**src/rtl/dmem_arbiter.sv**
```systemverilog
// Two-master arbiter/sequencer for the single-port data memory.
// Fixed priority to m0, with a starvation counter that forces an m1 grant.
module dmem_arbiter #(
    parameter int AW           = 32,
    parameter int DW           = 32,
    parameter int DEPTH        = 64,
    parameter int STARVE_LIMIT = 4,
    parameter int CW           = 3
) (
    input  logic          clk,
    input  logic          rst,
    input  logic          m0_req,
    input  logic          m0_we,
    input  logic [AW-1:0] m0_addr,
    input  logic [DW-1:0] m0_wdata,
    output logic          m0_gnt,
    output logic          m0_rvalid,
    output logic [DW-1:0] m0_rdata,
    output logic          m0_err,
    input  logic          m1_req,
    input  logic          m1_we,
    input  logic [AW-1:0] m1_addr,
    input  logic [DW-1:0] m1_wdata,
    output logic          m1_gnt,
    output logic          m1_rvalid,
    output logic [DW-1:0] m1_rdata,
    output logic          m1_err,
    output logic          mem_we,
    output logic          mem_re,
    output logic [AW-1:0] mem_addr,
    output logic [DW-1:0] mem_wdata,
    input  logic [DW-1:0] mem_rdata,
    output logic          busy
);

    // state  | meaning
    // IDLE   | arbitrate, latch winner's request
    // ACCESS | gnt (and err) pulse, memory strobe issued
    // RESP   | read data returned to winner with rvalid
    typedef enum logic [1:0] {IDLE, ACCESS, RESP} state_t;

    state_t        state;
    logic          sel;
    logic          lat_we;
    logic          lat_oor;
    logic [CW-1:0] starve_cnt;
    logic [DW-1:0] m0_rdata_q;
    logic [DW-1:0] m1_rdata_q;

    logic          pick_m1;
    logic          win_we;
    logic [AW-1:0] win_addr;
    logic [DW-1:0] win_wdata;
    logic          win_oor;
    logic [DW-1:0] resp_data;

    always_comb begin
        pick_m1   = m1_req && (!m0_req || (starve_cnt == CW'(STARVE_LIMIT)));
        win_we    = pick_m1 ? m1_we    : m0_we;
        win_addr  = pick_m1 ? m1_addr  : m0_addr;
        win_wdata = pick_m1 ? m1_wdata : m0_wdata;
        win_oor   = (win_addr >= AW'(DEPTH));
        resp_data = lat_oor ? '0 : mem_rdata;
    end

    // Memory output is registered, so read data is passed straight through during RESP.
    assign m0_rdata = (state == RESP && !sel) ? resp_data : m0_rdata_q;
    assign m1_rdata = (state == RESP &&  sel) ? resp_data : m1_rdata_q;

    always_ff @(posedge clk or posedge rst) begin
        if (rst) begin
            state      <= IDLE;
            sel        <= 1'b0;
            lat_we     <= 1'b0;
            lat_oor    <= 1'b0;
            starve_cnt <= '0;
            m0_rdata_q <= '0;
            m1_rdata_q <= '0;
            m0_gnt     <= 1'b0;
            m1_gnt     <= 1'b0;
            m0_err     <= 1'b0;
            m1_err     <= 1'b0;
            m0_rvalid  <= 1'b0;
            m1_rvalid  <= 1'b0;
            mem_we     <= 1'b0;
            mem_re     <= 1'b0;
            mem_addr   <= '0;
            mem_wdata  <= '0;
            busy       <= 1'b0;
        end else begin
            m0_gnt    <= 1'b0;
            m1_gnt    <= 1'b0;
            m0_err    <= 1'b0;
            m1_err    <= 1'b0;
            m0_rvalid <= 1'b0;
            m1_rvalid <= 1'b0;
            mem_we    <= 1'b0;
            mem_re    <= 1'b0;
            case (state)
                IDLE: begin
                    if (m0_req || m1_req) begin
                        sel       <= pick_m1;
                        lat_we    <= win_we;
                        lat_oor   <= win_oor;
                        mem_addr  <= win_addr;
                        mem_wdata <= win_wdata;
                        m0_gnt    <= !pick_m1;
                        m1_gnt    <= pick_m1;
                        m0_err    <= !pick_m1 && win_oor;
                        m1_err    <= pick_m1 && win_oor;
                        mem_we    <= win_we && !win_oor;
                        mem_re    <= !win_we && !win_oor;
                        busy      <= 1'b1;
                        state     <= ACCESS;
                        if (pick_m1 || !m1_req) begin
                            starve_cnt <= '0;
                        end else if (starve_cnt != CW'(STARVE_LIMIT)) begin
                            starve_cnt <= starve_cnt + 1'b1;
                        end
                    end else begin
                        starve_cnt <= '0;
                    end
                end
                ACCESS: begin
                    if (lat_we) begin
                        state <= IDLE;
                        busy  <= 1'b0;
                    end else begin
                        state     <= RESP;
                        m0_rvalid <= !sel;
                        m1_rvalid <= sel;
                    end
                end
                RESP: begin
                    if (sel) begin
                        m1_rdata_q <= resp_data;
                    end else begin
                        m0_rdata_q <= resp_data;
                    end
                    state <= IDLE;
                    busy  <= 1'b0;
                end
                default: begin
                    state <= IDLE;
                    busy  <= 1'b0;
                end
            endcase
        end
    end

endmodule
```
**config.mk**
```make
export PLATFORM = sky130hd
export DESIGN_NAME = dmem_arbiter
export DESIGN_NICKNAME = d
export VERILOG_FILES = /design/src/rtl/dmem_arbiter.sv
export SDC_FILE = /design/constraint.sdc
export NUM_CORES = 1
export LEC_CHECK = 0
export CORE_MARGIN = 1
export CORE_UTILIZATION = 41
export CTS_CLUSTER_DIAMETER = 50
export DETAILED_ROUTE_END_ITERATION = 8
export PLACE_DENSITY = 0.77
export SYNTH_ARGS = -nofsm -noshare
export SYNTH_HDL_FRONTEND = slang
export SYNTH_SLANG_ARGS = --single-unit
```
**constraint.sdc**
```tcl
create_clock -name clk -period 4.97 [get_ports clk]
set_input_delay 0.7455 -clock clk [delete_from_list [all_inputs] [get_ports clk]]
set_output_delay 0.7455 -clock clk [all_outputs]
set_load 0.005 [all_outputs]
```
**Yosys cells after proc, flatten, opt, wreduce, memory -nomap -nowiden**

Index checks and enable logic that the tools add are counted.

- Magnitude comparators: 1
- Eq/ne operators: 7
- Reductions and logical operators: 22
- Add/sub/neg operators: 1
- Bitwise operators: 1
- Mux-type cells: 31

Operators by type and width:

| kind | number |
|---|---|
| $mux 32 | 5 |
| $ge 32x7->1 const B | 1 |
| $mux 1 | 19 |
| $reduce_and 2->1 | 5 |
| $mux 3 | 3 |
| $logic_and 1x1->1 | 7 |
| $logic_not 1->1 | 6 |
| $mux 2 | 2 |
| $ne 2x2->1 const B | 2 |
| $pmux 2 s2 | 1 |
| $add 3x1->3 const B | 1 |
| $eq 3x3->1 const B | 1 |
| $logic_or 1x1->1 | 3 |
| $ne 3x1->1 const B | 1 |
| $ne 3x3->1 const B | 1 |
| $eq 2x1->1 const B | 1 |
| $eq 2x2->1 const B | 1 |
| $logic_not 2->1 | 1 |
| $pmux 1 s2 | 1 |
| $not 1->1 | 1 |

- Word-level logic and storage cells: 81
- Bits in registers: 145
- Input bits: 166
- Output and inout port bits: 137

**Logic depth before layout (Yosys ltp)**

- Depth after elaboration: 9
- Gate-level depth with buffers: 9
- Depth with buffers taken out: 6

**Worst setup path before layout**

OpenSTA, ideal clock, no wires.

- Path kind: reg2out
- Start point: reg state[0]
- End point: out m0_rdata[0]
- Stages on the path, launching flop included: 5
- Data arrival time: 1,327 ps
- Path slack: 2,898 ps
- Required time: 4,225 ps
- Path buffers: 2
- Cells stage by stage: dfrtp_1 > or3b_1 > clkbuf_1 > clkbuf_1 > o21ai_1

- Word-level cells in the longest chain between the ends: 3

RTL lines:

| element | line | text |
|---|---|---|
| start: declaration | 42 | `state_t state;` |
| start signal: assignment | 72 | `state <= IDLE;` |
| start signal: assignment | 114 | `state <= ACCESS;` |
| start signal: assignment | 126 | `state <= IDLE;` |
| $eq 2x2->1 | 67 | `assign m0_rdata = (state == RESP && !sel) ? resp_data : m0_rdata_q;` |
| $logic_and 1x1->1 | 67 |  |
| $mux 32 | 67 |  |
| end: declaration | 18 | `output logic [DW-1:0] m0_rdata,` |

Every way passes these cells.

**Worst setup path after layout**

- Start point: reg state[0]
- End point: out m0_rdata[9]

The elaborated chain is that of the path after synthesis.

==> flow_summary_export.csv <==
group,metric,value,unit
floorplanning,core,14530,µm²
yosys,syn_area,6120,µm²
clocking,clk_latency,420,ps
global_route,track_usage,0.2513,
yosys,syn_nets,842,
clocking,ctsResizeCount,0,
finish,area_growth,61.50,%
power,power_density,600.5,nW/µm²
timing,layout_min_cycle_time,3459,ps
power,pwr-share-comb,0.426,
floorplanning,die_area,15420,µm²
floorplanning,die_x,124.2,µm
timing,fmax,289.1,MHz
yosys,ys_seq_area_frac,0.5929,
timing,rsz0062_at_grt,"false",
yosys,synth.avg_cell_area,9.080,µm²
timing,final_hold_viol_count,0,
setup_path,setup.worst_path.start_class,"flip-flop",
finish,antennaDiodeCount,0,
setup_path,path_class,"reg2out",
finish,layout-drive-gt1-share,0.05160,
setup_path,worstPathRequired,4220,ps
finish,final_common_cell,"clkdlybuf4s50_1",
yosys,syn_inst,674,
drt,vias,5765,
timing,finalSetupViolations,0,
clocking,h-tree-depth,4,
global_route,grt_max_degree,87,
drt,routedWlPerCell,16.71,µm
global_route,grt_first_pass_wirelength,28430,µm
power,p_sw_frac,0.3150,
run,maxCapViolCount,0,
setup_path,worst_ep_arrival_time,2710,ps
global_route,grt_pass1_vias,5377,
timing,finalCritPeriodShare,0.6959,
yosys,synthTopCellsByArea,"dfrtp_1 (59%), nand2_1 (12%), a31oi_1 (6.6%)",
outcome,status,"finished clean",
hold_path,hold_path_class,"reg2reg",
floorplanning,fp-row-count,44,
drt,dr.first_iter.drc_count,346,
placement,dpl.hpwl,14300,µm
setup_path,cpPeakStageDelay,760,ps
placement,portBuffers,302,
floorplanning,start_util,0.4211,
power,power.leakage,4.180,nW
timing,skew,10.48,ps
floorplanning,pin_count,303,
power,internal_power,4.066,mW
clocking,cts_buffers,17,
clocking,clkTransAtPathRegs,60,ps
yosys,yosysWarnings,0,
drt,ant_nets,0,
yosys,ys_ff_latch,145,
timing,drv_slew,0,
clocking,hold_buffers,0,
timing,finalSetupTns,0,ps
yosys,synth_top_area_share,0.5929,
clocking,cts_buffer_depth,2,
clocking,postCtsSetupBuffers,0,
drt,routed_wl,19260,µm
yosys,ys_types,33,
drt,drc,0,
setup_path,cp-end-kind,"output port",
drt,via_per_inst,5.000,
placement,place_inst,1121,
power,p_clk_frac,0.234,
setup_path,cp_slowest_cell,"or3b_2",
timing,worst_pin_slew,880.4,ps
global_route,grt_antenna_before_repair,0,
power,seqPwrFrac,0.340,
finish,final_nets,1124,
clocking,cts_tree,"built",
placement,routabilityCongestion,0.8470,
global_route,grt_overflow,0,
clocking,root_buffer,"clkbuf_16",
clocking,cts.sinks,145,
setup_path,worstPathCellList,"or3b_2 > buf_4 > o21ai_1 > clkdlybuf4s50_1",
power,ir_worst_vdd,0.2705,mV
floorplanning,die_y,124.2,µm
finish,instances_no_fill,1153,
setup_path,path_max_fanout,34,
timing,relSlewSlack,0.4130,
yosys,synth_area_leader_cell,"dfrtp_1",
drt,firstDrtPassIters,6,
power,p_switching,1.869,mW
finish,final_cell_mix,"clkdlybuf4s50_1 (302), nand2_1 (201), dfrtp_1 (145)",
-- per-layer routing --
layer,part of all wire,global-route usage,vias up
met2,0.50,0.4320,247
met5,0,0,-
met3,0.087,0.08288,33
met4,0.024,0.1042,0
li1,-,-,2845
met1,0.39,0.2852,2640
-- sequential cells by signal, summed over array words and instances, names as in the netlist, 2 cells and up --
register	count
m0_rdata_q	32
m1_rdata_q	32
mem_addr	32
mem_wdata	32
starve_cnt	3
state	2
-- worst max-delay path, delay by kind of cell (launching register included) --
| kind | cells | cell delay [ps] |
|---|---|---|
| compound gates | 1 | 220 |
| buf+inv | 2 | 900 |
| flops | 1 | 410 |
| simple gates | 1 | 760 |
-- Yosys cell counts (all sizes together) --
cell and number:
a21boi 1, a21o 1, a21oi 1, a31oi 65, and2 1, buf 17
clkbuf 29, dfrtp 145, ha 2, inv 7, nand2 201, nand2b 33
nand3 3, nand3b 1, nand4 2, nor2 72, nor2b 2, nor3b 2
nor4 14, o21a 1, o21ai 68, o221ai 1, o22a 1, o22ai 1
or3b 1, or4 1, or4b 1
-- path summary, 6_finish.rpt --
kind,startpoint,end,slack [ps],cells past startpoint
setup reg to reg,starve_cnt[0],mem_addr[30],2530,7
hold / removal,m1_rdata_q[19],m1_rdata_q[19],490,2
setup / recovery,state[0],m0_rdata[9],1510,4
hold reg to reg,m1_rdata_q[19],m1_rdata_q[19],490,2
max in group asynchronous,rst,mem_addr[30],3120,3
min in group asynchronous,rst,mem_wdata[21],840,2
-- layout make-up --
class	instances	area, µm²
fillers	1175	4651
flip-flops and latches	145	3628
repair buffers	309	3075
multi-input cells	476	2272
clock buffers	18	429.2
well taps	184	230.2
clock inverters	14	214.0
inverters	7	33.78
-- power groups by stage --
stage / clock network [mW] / registers, mW / logic, mW
after floorplan: 0 / 1.99 / 1.01
after global placement: 0 / 2.03 / 2.50
after detailed placement: 0 / 2.04 / 2.54
after CTS: 1.41 / 2.03 / 2.56
after global routing: 1.46 / 2.09 / 2.78
final: 1.39 / 2.02 / 2.53
-- cell families (layout without fill, tap and decap cells) --
logic type,after synthesis,in the layout,share of synthesized area
and+or+nand+nor,334,334,0.2345
adders and majority gates,2,2,0.004088
DFF,145,145,0.5929
AOI/OAI and AO/OA,140,140,0.1311
buffers and inverters,53,348,0.03741
-- per-stage QoR --
step | hold WS [ps] | total power [mW] | utilization | cell area, µm² | setup WS, ps
floorplan | 434.0 | 3.005 | - | 6120 | 329.9
global route | 515.2 | 6.332 | 0.6800 | 9883 | 1346
global placement | 473.1 | 4.523 | 0.6358 | 9240 | 1968
detailed placement | 476.5 | 4.587 | 0.6358 | 9240 | 1920
CTS | 484.7 | 5.997 | 0.6800 | 9883 | 1469
finish | 488.6 | 5.935 | 0.6800 | 9883 | 1511
No activity file was read; power rests on OpenSTA's default activity.
